$ cat config.mk
export PLATFORM = sky130hd
export DESIGN_NAME = matrix_feed_controller
export DESIGN_NICKNAME = d
export VERILOG_FILES = /design/src/rtl/matrix_feed_controller.sv
export SDC_FILE = /design/constraint.sdc
export NUM_CORES = 1
export LEC_CHECK = 0
export BUFFER_PORTS_ARGS = -buffer_cell sky130_fd_sc_hd__buf_2
export CORE_UTILIZATION = 45
export DETAILED_ROUTE_END_ITERATION = 8
export PLACE_DENSITY = 0.67
export SLEW_MARGIN = 25
export SYNTH_ARGS = -nofsm -noshare
export SYNTH_HDL_FRONTEND = slang
export SYNTH_SLANG_ARGS = --single-unit
$ cat constraint.sdc
create_clock -name Clk -period 10.8 [get_ports Clk]
set_clock_uncertainty 0.05 [all_clocks]
set_input_delay 2.16 -clock Clk [delete_from_list [all_inputs] [get_ports Clk]]
set_output_delay 2.16 -clock Clk [all_outputs]
set_load 0.05 [all_outputs]
$ cat src/rtl/matrix_feed_controller.sv
// Buffers one convolution's kernel+pixel words from the host, streams them into the
// accelerator FIFO, starts the convolution and captures its result with a bounded wait.
module matrix_feed_controller #(
  parameter int unsigned BIT_LENGTH     = 32,
  parameter int unsigned WORD_COUNT     = 18,
  parameter int unsigned TIMEOUT_CYCLES = 1023
) (
  input  logic                  Clk,
  input  logic                  Rst,
  input  logic                  loadValid,
  input  logic [BIT_LENGTH-1:0] loadData,
  output logic                  loadReady,
  input  logic                  go,
  output logic                  busy,
  output logic                  fifoWrite,
  output logic [BIT_LENGTH-1:0] fifoData,
  input  logic                  FULL,
  output logic                  cStart,
  input  logic                  cReady,
  input  logic [BIT_LENGTH-1:0] finalsum,
  output logic [BIT_LENGTH-1:0] result,
  output logic                  done,
  output logic                  timeout
);

  localparam int unsigned PTR_W = $clog2(WORD_COUNT + 1);
  localparam int unsigned IDX_W = (WORD_COUNT > 1) ? $clog2(WORD_COUNT) : 1;
  localparam int unsigned CNT_W = $clog2(TIMEOUT_CYCLES + 1);

  localparam logic [PTR_W-1:0] FULL_PTR = PTR_W'(WORD_COUNT);
  localparam logic [PTR_W-1:0] LAST_PTR = PTR_W'(WORD_COUNT - 1);
  localparam logic [CNT_W-1:0] LAST_CNT = CNT_W'(TIMEOUT_CYCLES - 1);

  typedef enum logic [1:0] {LOAD, STREAM, START, WAIT} state_t;

  state_t                state, state_nxt;
  logic [PTR_W-1:0]      wr_ptr, rd_ptr;
  logic [CNT_W-1:0]      wait_cnt;
  logic [BIT_LENGTH-1:0] buffer [WORD_COUNT];
  logic                  load_accept, capture, abort;

  // State register
  always_ff @(posedge Clk) begin
    if (Rst) state <= LOAD;
    else     state <= state_nxt;
  end

  // Next state and handshake outputs; fifoWrite/cStart are gated by Rst so an abort is immediate
  always_comb begin
    state_nxt   = state;
    load_accept = 1'b0;
    capture     = 1'b0;
    abort       = 1'b0;
    loadReady   = 1'b0;
    busy        = 1'b1;
    fifoWrite   = 1'b0;
    fifoData    = '0;
    cStart      = 1'b0;
    case (state)
      LOAD: begin
        busy      = 1'b0;
        loadReady = (wr_ptr < FULL_PTR);
        if (go && (wr_ptr == FULL_PTR)) state_nxt = STREAM;
        else if (loadValid && (wr_ptr < FULL_PTR)) load_accept = 1'b1;
      end
      STREAM: begin
        fifoWrite = !FULL && !Rst;
        fifoData  = buffer[IDX_W'(rd_ptr)];
        if (!FULL && (rd_ptr == LAST_PTR)) state_nxt = START;
      end
      START: begin
        cStart    = !Rst;
        state_nxt = WAIT;
      end
      WAIT: begin
        if (cReady) begin
          capture   = 1'b1;
          state_nxt = LOAD;
        end else if (wait_cnt == LAST_CNT) begin
          abort     = 1'b1;
          state_nxt = LOAD;
        end
      end
      default: state_nxt = LOAD;
    endcase
  end

  // Word buffer; contents need no reset
  always_ff @(posedge Clk) begin
    if (load_accept) buffer[IDX_W'(wr_ptr)] <= loadData;
  end

  // Pointers, wait counter, result capture and completion pulses
  always_ff @(posedge Clk) begin
    if (Rst) begin
      wr_ptr   <= '0;
      rd_ptr   <= '0;
      wait_cnt <= '0;
      result   <= '0;
      done     <= 1'b0;
      timeout  <= 1'b0;
    end else begin
      done    <= capture;
      timeout <= abort;
      if (load_accept) wr_ptr <= wr_ptr + PTR_W'(1);
      if ((state == STREAM) && fifoWrite) rd_ptr <= rd_ptr + PTR_W'(1);
      if (state == START) wait_cnt <= '0;
      else if ((state == WAIT) && !cReady) wait_cnt <= wait_cnt + CNT_W'(1);
      if (capture) result <= finalsum;
      if (capture || abort) begin
        wr_ptr   <= '0;
        rd_ptr   <= '0;
        wait_cnt <= '0;
      end
    end
  end

endmodule

==> impl_metrics.toml, run 1 <==
[sta]
fin_crit_ns = 6.33
setup_ws_ns = 4.47
hold_violations = 0
slew_viol_final = 0
setup_tns_ns = 0
setup_viol = 0
max_freq_mhz = 158
rsz0062_at_grt = "false"
period_share_pct = 58.6
slew_headroom_pct = 29.1
worst_pin_slew_ns = 1.06
hold_ws_ns = 0.429

[drt]
drt_iter0_markers = 1205
dr.pass1.iters = 5
vias_per_cell = 5.68
routed_wl_mm = 57.0
wire_per_inst_um = 23.9
vias = 13500
drc_errors = 0
antenna_left = 0

[clock_tree]
path_clk_slew_ns = 0.06
htreeDepth = 2
clock_path_buffers = 3
cts_tree = "done"
cts_buffers = 60
cts-root-buf = "clkbuf_16"
post_cts_resize_count = 0
insertion_delay_ns = 0.62
postCtsSetupBuffers = 0
holdBufCountCts = 0
cts.sinks = 637

[yosys]
ys_ff_latch = 637
netlist_instances = 1452
yosysSeqAreaShare_pct = 74.1
yosysWarningCount = 0
synth-edff-count = 576
synthDistinctLibCells = 51
async_flop_share_pct = 0
synthFlopType = "edfxtp_1"
synth.avg_cell_area_um2 = 17.2
syn_area_um2 = 25000
syn-num-nets = 1534

[final_layout]
layout-drive-gt1-share_pct = 21.7
final_common_cell = "edfxtp_1"
mostFrequentLayoutCells = "576 x edfxtp_1, 139 x buf_2, 126 x nor2b_1"
area_growth_pct = 13.7
fin_nets = 1672
final_cells = 2386
n_fill_cell = 4391

[floorplanning]
fp.dieW_um = 238
dieArea_um2 = 56500
core_region_area_um2 = 55000
rows = 86
die_y_um = 238
ios = 140
start_util_pct = 45.5

[placed_design]
place.gp.congestion = 0.757
io_buffers = 139
place_inst = 2276
dp_hpwl_mm = 27.8
dpl_worst_slack_ns = 5.14

[worst_setup_path]
worstPathRequired_ns = 8.59
slowest_delay_ns = 0.97
worstPathMaxFanout = 77
cp_slowest_cell = "dfxtp_4"
critPathBufInv = 2
crit_chain = "buf_4, mux4_2, nor2b_1, a2111oi_0, o311a_1, buf_2"
end_kind = "output port"
critPathTopFamily = "buffers and inverters"
worstSetupPathType = "reg -> out"
crit_arrival_ns = 4.12
crit_path_start_kind = "flop"

[min_path]
hold_path_class = "reg -> reg"

[grt]
grt_start_max_net_pins = 159
grt_pass1_wl_mm = 83.8
antenna_found_initial = 2
grt_usage_pct = 20.0
grt-ovfl-total = 0
grt_pass1_vias = 13200

[power_and_ir_drop]
ir_worst_vdd_mv = 0.106
p_leak_nw = 9.11
powerDensity_nw_per_um2 = 171
power_mw = 4.87

[status]
status = "finished clean"

[run]
drv_cap = 0
==> per-stage QoR <==
| step | instance area, um^2 | utilization [%] |
|---|---|---|
| 4_1_cts | 28400 | 51.7 |
| 2_1_floorplan | 25000 | - |
| 5_1_grt | 28400 | 51.7 |
| 6_report | 28400 | 51.7 |
| 3_5_place_dp | 26500 | 48.1 |
| 3_3_place_gp | 26500 | 48.1 |
==> registers in the layout (all words and copies together) (netlist names), named ones only <==
name,count
buffer,576
wait_cnt,10
done,1
timeout,1
result,32
rd_ptr,5
wr_ptr,5
state,2
==> kinds of logic after synthesis <==
| kind of cell | share of synthesized area, % |
|---|---|
| multiplexers | 8.29 |
| XOR/XNOR | 0.456 |
| flip-flops | 74.1 |
| adder cells (fa/ha/maj) | 0.601 |
| AND/OR/NAND/NOR | 5.49 |
| AO/OA/AOI/OAI | 8.64 |
| buffers and inverters | 2.44 |
==> cells in the mapped netlist, drive strengths merged, types with 5 or more instances <==
cell type  instances  area share [%]
nor2              36            0.54
a211oi            95             2.9
dfxtp             61             4.9
mux2              33             1.5
buf               47             1.6
clkbuf            46            0.69
xnor2              8            0.28
o311a             31             1.2
nor3               7            0.14
mux2i             98             3.9
a21oi              7            0.14
a22o              32             1.1
nand2             52            0.78
a2111oi           62             2.2
nor2b            127             3.2
o21ai             33            0.66
mux4              32             2.9
inv               10            0.15
xor2               5            0.18
nand4              5            0.13
edfxtp           576              69
ha                12            0.60
==> power by group <==
part	switching, mW	total [mW]	internal [mW]
clock network	0.892	2.08	1.19
registers	0.00413	2.71	2.70
logic	0.0614	0.0836	0.0221
==> metal layers <==
layer / vias up / track usage, % / share of wire, %
li1: 6082 / - / -
met2: 465 / 33.7 / 49
met4: 2 / 5.71 / 2.4
met1: 6901 / 26.9 / 42
met5: - / 0 / 0.023
met3: 92 / 3.23 / 6.2
==> final cells by class <==
cell class | count | area (um^2) | area share (%)
Antenna cell | 1 | 2.50 | 0.00881
Clock buffer | 77 | 1670 | 5.88
Clock inverter | 32 | 284 | 1.00
Inverter | 10 | 37.5 | 0.132
Multi-Input combinational cell | 712 | 6020 | 21.2
Sequential cell | 637 | 18500 | 65.2
Tap cell | 748 | 936 | 3.29
Timing Repair Buffer | 169 | 933 | 3.29
==> path summary, 6_finish.rpt <==
kind | to | slack [ns] | from | depth (start not counted)
worst max-delay path | fifoData[18] | 4.47 | flop | 6
worst min-delay path | result[16]$_SDFFE_PP0P_ | 0.43 | result[16]$_SDFFE_PP0P_ | 1
worst max register to register | buffer[12][2]$_DFFE_PP_ | 7.76 | wr_ptr[2]$_SDFFE_PP0P_ | 5
worst min register to register | result[16]$_SDFFE_PP0P_ | 0.43 | result[16]$_SDFFE_PP0P_ | 1
Note: power is estimated with default switching activity, not from simulation.
==> run 2, diff against run 1 <==
Settings changed: ABC_AREA set to 1.
Clock period 10.8 ns to 6.5 ns, I/O delays scaled along.
==> impl_metrics.toml, run 2 <==
[yosys]
yosys-top-cells-area = "edfxtp_1 65%, nand2_1 12%, nand3_1 6.8%"
yosysTopAreaCell = "edfxtp_1"
synthFlopType = "edfxtp_1"
synth_top_area_share_pct = 64.7
netlist_instances = 2511
synthDistinctLibCells = 29
syn_area_um2 = 26800
ys_top_cells_by_count = "873 x nand2_1, 576 x edfxtp_1, 361 x nand3_1"
syn-num-nets = 2593
yosysWarningCount = 0
synth.most_common_cell = "nand2_1"
yosysSeqAreaShare_pct = 69.2
synth.avg_cell_area_um2 = 10.7
async_flop_share_pct = 0
ys_ff_latch = 637
synth-edff-count = 576

[sta]
max_freq_mhz = 211
setup_tns_ns = 0
slew_viol_final = 0
rsz0062_at_grt = "false"
setup_viol = 0
worst_pin_slew_ns = 1.06
hold_violations = 0
slew_headroom_pct = 29.2
period_share_pct = 72.8
fin_crit_ns = 4.73

[worst_setup_path]
worstSetupPathType = "reg -> out"
crit_arrival_ns = 3.38
end_kind = "output port"
worstPathMaxFanout = 195
crit_path_start_kind = "flop"
worstPathRequired_ns = 5.15

[floorplanning]
rows = 89
ios = 140
start_util_pct = 45.4
core_region_area_um2 = 58900
fp.dieW_um = 246
die_y_um = 246
dieArea_um2 = 60400

[power_and_ir_drop]
p_leak_nw = 12.7
combPwrFrac_pct = 12.2
switching_share_pct = 26.0
power_mw = 9.55
p_int_mw = 7.06
clockPowerShare_pct = 39.2
ir_worst_vdd_mv = 0.209
seqPwrFrac_pct = 48.6
powerDensity_nw_per_um2 = 316
p_sw_mw = 2.49

[final_layout]
top_register = "buffer"
top_regs = "buffer x576, result x32, wait_cnt x10"
largest_reg_flops = 576
n_fill_cell = 4979
area_growth_pct = 13.0
seqCellArea_um2 = 18500
layout-drive-gt1-share_pct = 11.3
diodes = 0
fin_nets = 2705
mostFrequentLayoutCells = "873 x nand2_1, 576 x edfxtp_1, 361 x nand3_1"
multi_input_area_um2 = 6420
final_common_cell = "nand2_1"

[placed_design]
io_buffers = 139
dp_hpwl_mm = 33.3
place.gp.congestion = 0.772

[min_path]
hold_path_class = "reg -> reg"

[grt]
met3_usage_pct = 3.60
grt_use_met1_pct = 28.2
grt_pass1_vias = 17900
antenna_found_initial = 2
top_usage_layer = "met2"
grt-ovfl-total = 0
grt_pass1_wl_mm = 100
grt_start_max_net_pins = 196
globalRouteMet2Util_pct = 36.6
grt_usage_pct = 21.7

[clock_tree]
cts.sinks = 637
path_clk_slew_ns = 0.06
htreeDepth = 3
cts_tree = "done"
clock_path_buffers = 3
insertion_delay_ns = 0.60
holdBufCountCts = 0
cts-root-buf = "clkbuf_16"
post_cts_resize_count = 0
postCtsSetupBuffers = 0
cts_buffers = 67

[drt]
drc_errors = 0
routed_wl_mm = 64.2
antenna_left = 0
vias_per_cell = 5.21
drt_iter0_markers = 1693
vias = 18000
wire_per_inst_um = 18.6
dr.pass1.iters = 9

[status]
status = "finished clean"

[run]
drv_cap = 0
-- run 2: cell types whose count changed in the layout (fill, tap and decap cells not counted), sizes merged, moves of 32 or more --
cell / delta
nand2: +823
nand3: +358
inv: +311
nor2b: -127
mux2i: -98
a211oi: -95
a21oi: +68
a2111oi: -62
mux2: -33
mux4: -32
-- run 2: logic make-up (layout without fill, tap and decap cells) --
family                   Yosys count  count (layout)  synth area share [%]
adder cells (fa/ha/maj)           12              12                 0.561
buffers and inverters            448             612                  7.28
flip-flops                       637             637                  69.2
AO/OA/AOI/OAI                    109             109                  2.49
AND/OR/NAND/NOR                 1294            1294                  20.1
XOR/XNOR                          11              11                 0.360
-- run 2: final cells by class --
type	count	area share, %
Inverter	321	4.07
Clock inverter	36	1.10
Tap cell	773	3.20
Multi-Input combinational cell	1426	21.3
Clock buffer	85	6.01
Timing Repair Buffer	170	3.08
Sequential cell	637	61.3
-- run 2: per-layer routing --
layer	part of all wire [%]	vias to the layer above
met1	41	8666
met4	2.5	4
met5	0.041	-
li1	-	8512
met2	48	671
met3	7.8	125
-- run 2: power groups by stage --
stage | Sequential [mW] | Clock (mW) | Combinational, mW
floorplan | 4.74 | 0 | 0.805
global placement | 4.73 | 0 | 1.14
detailed placement | 4.73 | 0 | 1.17
CTS | 4.65 | 3.79 | 1.17
global route | 4.65 | 3.97 | 1.29
finish | 4.64 | 3.74 | 1.16
-- run 2: worst paths after layout --
path	startpoint	endpoint	cells after the start	slack [ns]
max reg2reg	wr_ptr[0]$_SDFFE_PP0P_	buffer[1][13]$_DFFE_PP_	10	3.21
min reg2reg	result[3]$_SDFFE_PP0P_	result[3]$_SDFFE_PP0P_	1	0.42
max	flop	fifoData[6]	11	1.77
min	result[3]$_SDFFE_PP0P_	result[3]$_SDFFE_PP0P_	1	0.42
-- run 2: worst max-delay path: stages (launching register included) --
cell and delay [ns]:
dfxtp_4 0.53, inv_12 0.59, buf_4 0.47, nand2_1 0.09, nand2_1 0.07, nand2_1 0.05, nand3_1 0.11, nand3_1 0.09
nand3_1 0.13, nand2_1 0.07, inv_1 0.05, buf_2 0.25
-- run 2: per-stage QoR --
stage / util [%] / instance area (um^2) / hold WS [ns] / cells / setup slack [ns]
after global routing: 51.3 / 30200 / 0.440 / 3448 / 1.60
after global placement: 47.6 / 28100 / 0.401 / 3327 / 2.22
after detailed placement: 47.7 / 28100 / 0.404 / 3327 / 2.44
after CTS: 51.3 / 30200 / 0.420 / 3448 / 1.77
after floorplan: - / 26800 / 0.407 / 2511 / 2.16
final: 51.3 / 30200 / 0.416 / 3448 / 1.77
==> run 3, diff against run 2 <==
Settings changed: ABC_AREA 1 to 0.
Clock period 6.5 ns to 4.5 ns, I/O delays scaled along.
==> impl_metrics.toml, run 3 (synthesis results as in run 1) <==
[sta]
slew_headroom_pct = 37.8
setup_tns_ns = 0
fin_crit_ns = 4.27
hold_violations = 0
rsz0062_at_grt = "false"
worst_pin_slew_ns = 0.909
slew_viol_final = 0
max_freq_mhz = 234
setup_viol = 0
period_share_pct = 94.9

[drt]
wire_per_inst_um = 23.6
routed_wl_mm = 57.4
antenna_left = 0
vias_per_cell = 5.64
drc_errors = 0
dr.pass1.iters = 4
drt_iter0_markers = 1142
vias = 13700

[worst_setup_path]
worstPathMaxFanout = 16
r2r_start = "wr_ptr[2]$_SDFFE_PP0P_"
cp-endpoint = "fifoData[18]"
rr_worst_depth = 5
regToRegEndpoint = "buffer[9][2]$_DFFE_PP_"
crit_path_start_kind = "flop"
rrSetupSlack_ns = 1.53
end_kind = "output port"
worstPathRequired_ns = 3.55
worstSetupPathType = "reg -> out"
crit_arrival_ns = 3.32

[floorplanning]
rows = 86
fp.dieW_um = 238
start_util_pct = 45.5
core_region_area_um2 = 55000
dieArea_um2 = 56500
die_y_um = 238
ios = 140

[placed_design]
place_inst = 2310
dp_hpwl_mm = 32.4
place.gp.congestion = 0.748
io_buffers = 139
place_area_um2 = 26800

[power_and_ir_drop]
powerDensity_nw_per_um2 = 412
ir_worst_vdd_mv = 0.243
p_leak_nw = 9.36
power_mw = 11.9

[final_layout]
final_util_pct = 52.5
fin_area_um2 = 28900
multi_input_area_um2 = 6020
n_fill_cell = 4398
top_register = "buffer"
layout-drive-gt1-share_pct = 23.0
mostFrequentLayoutCells = "576 x edfxtp_1, 139 x buf_2, 126 x nor2b_1"
final_common_cell = "edfxtp_1"
fin_nets = 1713
final_cells = 2431
seqCellArea_um2 = 18500
area_growth_pct = 15.5
top_regs = "buffer x576, result x32, wait_cnt x10"
largest_reg_flops = 576

[clock_tree]
insertion_delay_ns = 0.59
cts.sinks = 637
cts_buffers = 66
cts-root-buf = "clkbuf_16"
cts_tree = "done"
clock_path_buffers = 3
htreeDepth = 3
path_clk_slew_ns = 0.06
holdBufCountCts = 0

[grt]
antenna_found_initial = 3
grt_start_max_net_pins = 55
grt_pass1_wl_mm = 85.0
grt_pass1_vias = 13700
grt-ovfl-total = 0
grt_usage_pct = 20.4

[min_path]
hold_path_class = "reg -> reg"

[status]
status = "finished clean"

[run]
drv_cap = 0
## run 3: worst min-delay path by stage
stage	start	to	slack (ns)	depth (start not counted)
floorplan	wait_cnt[8]$_SDFFE_PP0P_	timeout$_SDFF_PP0_	0.41	2
global placement	result[28]$_SDFFE_PP0P_	result[28]$_SDFFE_PP0P_	0.41	1
detailed placement	result[22]$_SDFFE_PP0P_	result[22]$_SDFFE_PP0P_	0.41	1
CTS	result[14]$_SDFFE_PP0P_	result[14]$_SDFFE_PP0P_	0.43	1
global route	result[14]$_SDFFE_PP0P_	result[14]$_SDFFE_PP0P_	0.44	1
finish	result[5]$_SDFFE_PP0P_	result[5]$_SDFFE_PP0P_	0.42	1
## run 3: metrics by stage
| step | hold slack (ns) | setup WS (ns) |
|---|---|---|
| after floorplan | 0.406 | 0.449 |
| after global placement | 0.410 | 0.872 |
| after detailed placement | 0.411 | 0.857 |
| after CTS | 0.430 | 0.211 |
| after global routing | 0.444 | 0.0566 |
| final | 0.422 | 0.231 |
## run 3: worst max-delay path, stage by stage (launching register included)
cell	delay (ns)
dfxtp_2	0.57
or2_2	0.49
buf_12	0.21
a211oi_1	0.05
a2111oi_0	0.82
o311a_1	0.30
buf_2	0.28
## run 3: final cells by class
cell class,count,area share (%)
clock buffer,90,6.22
clock inverter,29,0.876
tap,748,3.24
inverter,10,0.130
antenna,1,0.00867
multi-input combinational,712,20.9
sequential,637,64.2
timing repair buffer,204,4.47
## run 3: power breakdown
group | leakage [nW] | total, mW | switching (mW) | internal, mW
clock | 1.00 | 5.19 | 2.21 | 2.99
combinational | 2.66 | 0.205 | 0.151 | 0.0549
sequential | 5.69 | 6.50 | 0.00992 | 6.49
## run 3: layer usage
metal	wire length [um]	global-route usage [%]	vias to the layer above	share of wire [%]
met1	24400	27.4	6975	43
met4	1300	6.61	4	2.3
met5	28	0	-	0.049
met2	27700	33.3	468	48
li1	-	-	6183	-
met3	3930	4.25	87	6.9
## run 3: timing repair
item,in CTS,in global routing
gates resized for setup,0,0
setup buffers,0,1
setup endpoints to repair,0,1
